File: src/rtl/recorder_player_sequencer.sv
// Command-driven sequencer for the stream recorder/player: drives the record/play levels,
// watches the tapped stream handshakes for frame ends and reports done/err plus status counters.
module recorder_player_sequencer #(
  parameter int unsigned REPEAT_WIDTH = 8,
  parameter int unsigned CNT_WIDTH    = 16,
  parameter int unsigned GAP_CYCLES   = 2,
  parameter int unsigned TIMEOUT      = 1024
) (
  input  logic                    clk,
  input  logic                    reset,
  input  logic                    cmd_valid,
  output logic                    cmd_ready,
  input  logic [1:0]              cmd_op,
  input  logic [REPEAT_WIDTH-1:0] cmd_repeat,
  input  logic                    abort,
  input  logic                    in_valid,
  input  logic                    in_ready,
  input  logic                    in_last,
  input  logic                    out_valid,
  input  logic                    out_ready,
  input  logic                    out_last,
  output logic                    record,
  output logic                    play,
  output logic                    busy,
  output logic                    done,
  output logic [1:0]              err,
  output logic [CNT_WIDTH-1:0]    beats_captured,
  output logic [REPEAT_WIDTH-1:0] replays_done
);

  localparam int unsigned GW = (GAP_CYCLES > 1) ? $clog2(GAP_CYCLES) : 1;
  localparam int unsigned TW = (TIMEOUT > 1) ? $clog2(TIMEOUT) : 1;
  localparam logic [GW-1:0] GAP_LAST = GW'((GAP_CYCLES > 0) ? GAP_CYCLES - 1 : 0);
  localparam logic [TW-1:0] TMO_LAST = TW'((TIMEOUT > 0) ? TIMEOUT - 1 : 0);
  localparam bit            TMO_EN   = (TIMEOUT != 0);

  typedef enum logic [2:0] {S_IDLE, S_REC, S_REC_END, S_GAP, S_PLAY} state_t;
  typedef enum logic [1:0] {OP_NOP, OP_CAPTURE, OP_REPLAY, OP_CAP_REPLAY} op_t;
  typedef enum logic [1:0] {ERR_OK, ERR_CAP_TMO, ERR_PLAY_TMO, ERR_ABORT} err_t;

  state_t                  state, state_n;
  op_t                     op_q, op_n;
  err_t                    err_q, err_n;
  logic [REPEAT_WIDTH-1:0] rep_q, rep_n;
  logic [GW-1:0]           gcnt, gcnt_n;
  logic [TW-1:0]           tcnt, tcnt_n;
  logic [CNT_WIDTH-1:0]    beats_n;
  logic [REPEAT_WIDTH-1:0] replays_n;
  logic                    done_n;
  logic                    accept, in_hs, out_hs, tmo_hit;

  assign cmd_ready = (state == S_IDLE) & ~abort;
  assign accept    = cmd_valid & cmd_ready;
  assign in_hs     = in_valid & in_ready;
  assign out_hs    = out_valid & out_ready;
  assign err       = err_q;

  always_comb begin
    state_n   = state;
    op_n      = op_q;
    rep_n     = rep_q;
    gcnt_n    = gcnt;
    tcnt_n    = tcnt;
    beats_n   = beats_captured;
    replays_n = replays_done;
    err_n     = err_q;
    done_n    = 1'b0;
    tmo_hit   = TMO_EN && (tcnt == TMO_LAST);

    // Abort outranks any same-cycle frame end or timeout, so it is resolved before the state case.
    if (state != S_IDLE && abort) begin
      state_n = S_IDLE;
      done_n  = 1'b1;
      err_n   = ERR_ABORT;
    end else begin
      unique case (state)
        S_IDLE: begin
          if (accept && cmd_op != 2'd0) begin
            op_n      = op_t'(cmd_op);
            rep_n     = cmd_repeat;
            err_n     = ERR_OK;
            replays_n = '0;
            if (op_t'(cmd_op) == OP_REPLAY) begin
              state_n = S_GAP;
              gcnt_n  = '0;
            end else begin
              state_n = S_REC;
              tcnt_n  = '0;
              beats_n = '0;
            end
          end
        end
        S_REC: begin
          if (in_hs) begin
            if (beats_captured != '1) beats_n = beats_captured + CNT_WIDTH'(1);
            tcnt_n = '0;
            if (in_last) state_n = S_REC_END;
          end else if (tmo_hit) begin
            state_n = S_IDLE;
            done_n  = 1'b1;
            err_n   = ERR_CAP_TMO;
          end else if (TMO_EN) begin
            tcnt_n = tcnt + TW'(1);
          end
        end
        S_REC_END: begin
          if (op_q == OP_CAPTURE) begin
            state_n = S_IDLE;
            done_n  = 1'b1;
            err_n   = ERR_OK;
          end else begin
            state_n = S_GAP;
            gcnt_n  = '0;
          end
        end
        S_GAP: begin
          if (gcnt == GAP_LAST) begin
            state_n = S_PLAY;
            tcnt_n  = '0;
          end else begin
            gcnt_n = gcnt + GW'(1);
          end
        end
        S_PLAY: begin
          if (out_hs) begin
            tcnt_n = '0;
            if (out_last) begin
              replays_n = replays_done + REPEAT_WIDTH'(1);
              if (rep_q != '0 && replays_n == rep_q) begin
                state_n = S_IDLE;
                done_n  = 1'b1;
                err_n   = ERR_OK;
              end else begin
                state_n = S_GAP;
                gcnt_n  = '0;
              end
            end
          end else if (tmo_hit) begin
            state_n = S_IDLE;
            done_n  = 1'b1;
            err_n   = ERR_PLAY_TMO;
          end else if (TMO_EN) begin
            tcnt_n = tcnt + TW'(1);
          end
        end
        default: state_n = S_IDLE;
      endcase
    end
  end

  always_ff @(posedge clk) begin
    if (reset) begin
      state          <= S_IDLE;
      op_q           <= OP_NOP;
      rep_q          <= '0;
      gcnt           <= '0;
      tcnt           <= '0;
      beats_captured <= '0;
      replays_done   <= '0;
      err_q          <= ERR_OK;
      done           <= 1'b0;
      record         <= 1'b0;
      play           <= 1'b0;
      busy           <= 1'b0;
    end else begin
      state          <= state_n;
      op_q           <= op_n;
      rep_q          <= rep_n;
      gcnt           <= gcnt_n;
      tcnt           <= tcnt_n;
      beats_captured <= beats_n;
      replays_done   <= replays_n;
      err_q          <= err_n;
      done           <= done_n;
      record         <= (state_n == S_REC);
      play           <= (state_n == S_PLAY);
      busy           <= (state_n != S_IDLE);
    end
  end

endmodule
File: config.mk
export PLATFORM = sky130hd
export DESIGN_NAME = recorder_player_sequencer
export DESIGN_NICKNAME = d
export VERILOG_FILES = /design/src/rtl/recorder_player_sequencer.sv
export SDC_FILE = /design/constraint.sdc
export NUM_CORES = 1
export LEC_CHECK = 0
export CORE_AREA = 2 2 94 96
export CTS_CLUSTER_SIZE = 14
export DETAILED_ROUTE_END_ITERATION = 10
export DIE_AREA = 0 0 96 98
export HOLD_SLACK_MARGIN = 0.15
export SLEW_MARGIN = 20
export SYNTH_ARGS = -nofsm -noshare
export SYNTH_HDL_FRONTEND = slang
export SYNTH_SLANG_ARGS = --single-unit
File: constraint.sdc
create_clock -name clk -period 5.67 [get_ports clk]
set_input_delay 1.134 -clock clk [delete_from_list [all_inputs] [get_ports clk]]
set_output_delay 1.134 -clock clk [all_outputs]
set_load 0.02 [all_outputs]
==> impl_metrics.yaml <==
clock_network:
  cts_hold_buf: 0
  htreeDepth: 2
  post_cts_buffers: 0
  cts_tree: "built"
  insertion_delay_ns: 0.31
  cts_buffers: 5
  ctsResizeCount: 0
  cts.sinks: 54
  clockBufferDepth: 2
  clkSlewWorstSetupHoldPaths_ns: 0.09
  clockRootBuffer: "clkbuf_8"
detailed_routing:
  drcViolationCount: 0
  final_antenna_net_count: 0
  drt_wl_total_um: 7010
  vias: 2664
  drt_iter0_drc: 175
  vias_per_cell: 5.29
  wl_per_cell_um: 13.9
  first_pass_iters: 4
setup_path:
  cp.arrival_ns: 2.83
  end_kind: "output port"
  critPathMaxFanout: 14
  cp_data_required_time_ns: 4.54
  critPathBufInv: 2
  crit_path_start_kind: "primary input"
  crit_top_cell: "clkdlybuf4s50_1"
  path_class: "in -> out"
  cpPeakStageDelay_ns: 0.68
  critPathTopFamily: "buffers and inverters"
  crit_slowest_cell: "clkdlybuf4s50_1"
  cp_cell_sequence: "clkdlybuf4s50_1 -> nor3_1 -> clkdlybuf4s50_1"
layout:
  nNetsFinal: 418
  n_antenna_cell: 0
  final_cells: 504
  post-route-util: 0.420
  final_cell_mix: "54 x dfxtp_1, 49 x nor2_1, 49 x clkdlybuf4s50_1"
  layout_commonest_cell: "dfxtp_1"
  area_growth_pct: 23.7
  drive_above_1_share: 0.0556
synthesis:
  async_flop_share: 0
  ys_ff_latch: 54
  synth_top_cell_by_area: "dfxtp_1"
  synth-edff-count: 0
  synthTopCellsByArea: "dfxtp_1 38%, nor2_1 6.4%, a21oi_1 5.1%"
  syn_avg_cell_area_um2: 8.18
  syn_inst: 351
  synth_top_area_frac: 0.376
  yosysSeqAreaShare: 0.376
  synth-warning-count: 0
  synthFlopType: "dfxtp_1"
  syn-num-nets: 374
  ys_types: 57
  synth_area_um2: 2870
timing:
  tightest_slew_ns: 0.790
  fin_ws_ns: 1.71
  tns_ns: 0
  skew_ns: 0.0137
  final_hold_viol_count: 0
  fmax_mhz: 252
  drv_slew: 0
  period_minus_slack_ns: 3.96
  setup_violations: 0
  period_share: 0.699
  maxSlewHeadroom: 0.473
  rsz0062_at_grt: "false"
grt:
  grt_start_max_net_pins: 29
  grt.total_usage: 0.155
  grt_pass1_wl_um: 11900
  grt-ovfl-total: 0
  grt_antenna_before_repair: 0
  grt_pass1_vias: 2523
floorplan:
  fp.dieArea_um2: 9410
  rows: 34
  core_area_um2: 8470
  fp.dieW_um: 96
  ios: 51
  initial_core_util: 0.339
  die_height_um: 98
place:
  gp_congestion: 0.840
  post-place-ws_ns: 1.70
  port_buffers: 50
  hpwl_um: 5140
  placed_cells: 496
power:
  powerDensity_nw_per_um2: 213
  leakage_nw: 1.21
  peakVddDrop_v: 0.0000910
  power.total_mw: 0.755
hold_path:
  hp-class: "reg -> reg"
job:
  drv_cap: 0
run_status:
  status: "complete, no violations"
[final cells by class]
class	count	area, µm²
Fill cell	869	4910
Multi-Input combinational cell	277	1710
Sequential cell	54	1080
Timing Repair Buffer	51	503
Tap cell	108	135
Clock buffer	7	96.3
Inverter	6	22.5
Clock inverter	1	8.76
[Yosys cell counts (all sizes together) (2+ instances only)]
| master | n |
|---|---|
| nor2b | 4 |
| nor3 | 11 |
| nand4 | 8 |
| xor2 | 12 |
| inv | 6 |
| a2111oi | 2 |
| nand4b | 3 |
| a211oi | 5 |
| o21ai | 16 |
| a21oi | 29 |
| o31ai | 3 |
| a32oi | 2 |
| buf | 4 |
| dfxtp | 54 |
| mux2i | 10 |
| o211ai | 3 |
| and4 | 3 |
| nor2 | 49 |
| and3 | 7 |
| a21boi | 2 |
| or2 | 4 |
| a31oi | 4 |
| a2111o | 2 |
| and2 | 4 |
| nand3 | 16 |
| nand2 | 29 |
| clkbuf | 10 |
| nor4 | 3 |
| or3 | 11 |
| ha | 3 |
| nor3b | 2 |
| a41oi | 2 |
| xnor2 | 12 |
| or3b | 2 |
[path summary, 6_finish.rpt]
check                                           from                         endpoint  slack, ns  cells after the start
worst max-delay path                           abort                        cmd_ready       1.71                      3
worst min-delay path            op_q[1]$_SDFFE_PP0P_             op_q[1]$_SDFFE_PP0P_       0.47                      2
worst max register to register   state[2]$_SDFF_PP0_  beats_captured[11]$_SDFFE_PP0P_       2.71                      6
worst min register to register  op_q[1]$_SDFFE_PP0P_             op_q[1]$_SDFFE_PP0P_       0.47                      2
[metal layers]
metal | global-route usage | share of wire
met2 | 0.245 | 0.46
met1 | 0.218 | 0.49
met5 | 0 | 0
met3 | 0.0301 | 0.045
met4 | 0.0297 | 0.0086
[metrics by stage]
stage | hold slack [ns] | cell area, µm²
floorplan | 0.432 | 2870
global placement | 0.440 | 3450
detailed placement | 0.455 | 3450
CTS | 0.475 | 3560
global route | 0.491 | 3550
finish | 0.474 | 3550
[sequential cells by signal, indices dropped and copies added (netlist names), 2 cells and up]
signal / count
op_q: 2
beats_captured: 16
state: 3
tcnt: 10
err: 2
rep_q: 8
replays_done: 8
[where the power goes]
group	total, mW	switching (mW)	internal [mW]	leakage (nW)
Combinational	0.115	0.0625	0.0521	0.723
Clock	0.238	0.126	0.112	0.0544
Sequential	0.403	0.0130	0.390	0.437
Total	0.755	0.201	0.554	1.21
[worst reg2reg max path: stages (launching register included)]
cell and delay (ns):
dfxtp_1 0.85, a2111oi_2 0.18, a2111o_1 0.44, a41oi_2 0.53
nand4_2 0.32, or3_1 0.41, a21oi_1 0.16
[kinds of logic after synthesis]
logic type	count (synthesis)	share of synthesized area
AOI/OAI and AO/OA	79	0.185
xor gates and xnor gates	24	0.0732
adders and majority gates	3	0.0131
buffers and inverters	20	0.0296
DFF	54	0.376
muxes	11	0.0388
and+or+nand+nor	160	0.284
Power figures use the tool's default switching activity.
==> RTL edit, RTL diff (config.mk and constraints unchanged) <==
Set the parameter `REPEAT_WIDTH` to 12 (it was 8).
--- a/src/rtl/recorder_player_sequencer.sv
+++ b/src/rtl/recorder_player_sequencer.sv
@@ -3,3 +3,3 @@
 module recorder_player_sequencer #(
-  parameter int unsigned REPEAT_WIDTH = 8,
+  parameter int unsigned REPEAT_WIDTH = 12,
   parameter int unsigned CNT_WIDTH    = 16,
Interface: changed (resized cmd_repeat and replays_done); port bits go from 51 to 59. The function was not compared with the original's and may differ.
==> RTL edit against the unedited design <==
Combinational power decreased by 3%; power increased by 28%; routed wire length increased by 20%; first-iteration DRC count decreased by 21%; clock power increased by 68%; setup slack got worse by 0.082 ns; sequential cell count increased by 8; final area increased by 19%; area after synthesis increased by 17%; critical path type unchanged; critical endpoint unchanged; largest cell class unchanged; highest routed layer unchanged.
==> RTL edit: results <==
export IMPL_io_buffers=58
export IMPL_wl_met3_um=284
export IMPL_drtIter0Drc=138
export IMPL_p_leak_nw=1.46
export IMPL_met1_usage=0.236
export IMPL_drive_above_1_share=0.0585
export IMPL_wl_met1_um=4000
export IMPL_nNonClkInverters=7
export IMPL_regToRegSetupSlack_ns=2.41
export IMPL_grt_pass1_wl_um=13700
export IMPL_fin_nets=518
export IMPL_path_max_fanout=16
export IMPL_pwr_share_comb=0.115
export IMPL_clk_share=0.0475
export IMPL_grt_pass1_vias=2953
export IMPL_synthTopCellsByCount="dfxtp_1 (62), nor2_1 (59), nand2_1 (58)"
export IMPL_placed_cells=588
export IMPL_hold_slack_ns=0.481
export IMPL_outcome="completed"
export IMPL_stdcell_count=604
export IMPL_gp_congestion=0.814
export IMPL_clk_pin_slew_ns=0.07
export IMPL_r2r_start="replays_done[0]"
export IMPL_yosysSeqAreaShare=0.371
export IMPL_arrival_ns=2.91
export IMPL_yosys_top_cells_area="dfxtp_1 (37%), a21oi_1 (6.7%), nor2_1 (6.6%)"
export IMPL_hpwlAfterDp_um=5940
export IMPL_numCtsBuffers=9
export IMPL_ff2ff_path_depth=8
export IMPL_reg2reg_to="busy"
export IMPL_grt_max_degree=44
export IMPL_n_clock_buffer=12
export IMPL_clk_power_mw=0.401
export IMPL_clk_latency_ns=0.34
export IMPL_syn_num_nets=467
export IMPL_buffers=63
export IMPL_fin_skew_ns=0.00934
export IMPL_peakVddDrop_uv=100
export IMPL_buf_share=0.147
export IMPL_viasPerCell=5.38
export IMPL_wl_um=8390
export IMPL_placed_area_um2=4020
export IMPL_grt_total_usage=0.184
export IMPL_fillers=857
export IMPL_power_mw=0.969
## RTL edit: changes by cell type in the layout (fill, tap and decap cells not counted), moves of 5 or more
cell,before,now
a21oi_1,29,45
clkdlybuf4s50_1,49,58
dfxtp_1,54,62
mux2i_1,10,2
nand2_1,28,58
nor2_1,49,59
o21ai_0,15,26
or4_1,1,6
xor2_1,12,17
## RTL edit: kinds of logic (layout without fill, tap and decap cells)
| logic type | Yosys count | after routing | synth area share |
|---|---|---|---|
| adders and majority gates | 3 | 3 | 0.0112 |
| xor gates and xnor gates | 31 | 31 | 0.0811 |
| muxes | 5 | 5 | 0.0183 |
| AOI/OAI and AO/OA | 102 | 102 | 0.179 |
| buffers and inverters | 30 | 86 | 0.0351 |
| and+or+nand+nor | 207 | 207 | 0.305 |
| DFF | 62 | 62 | 0.371 |
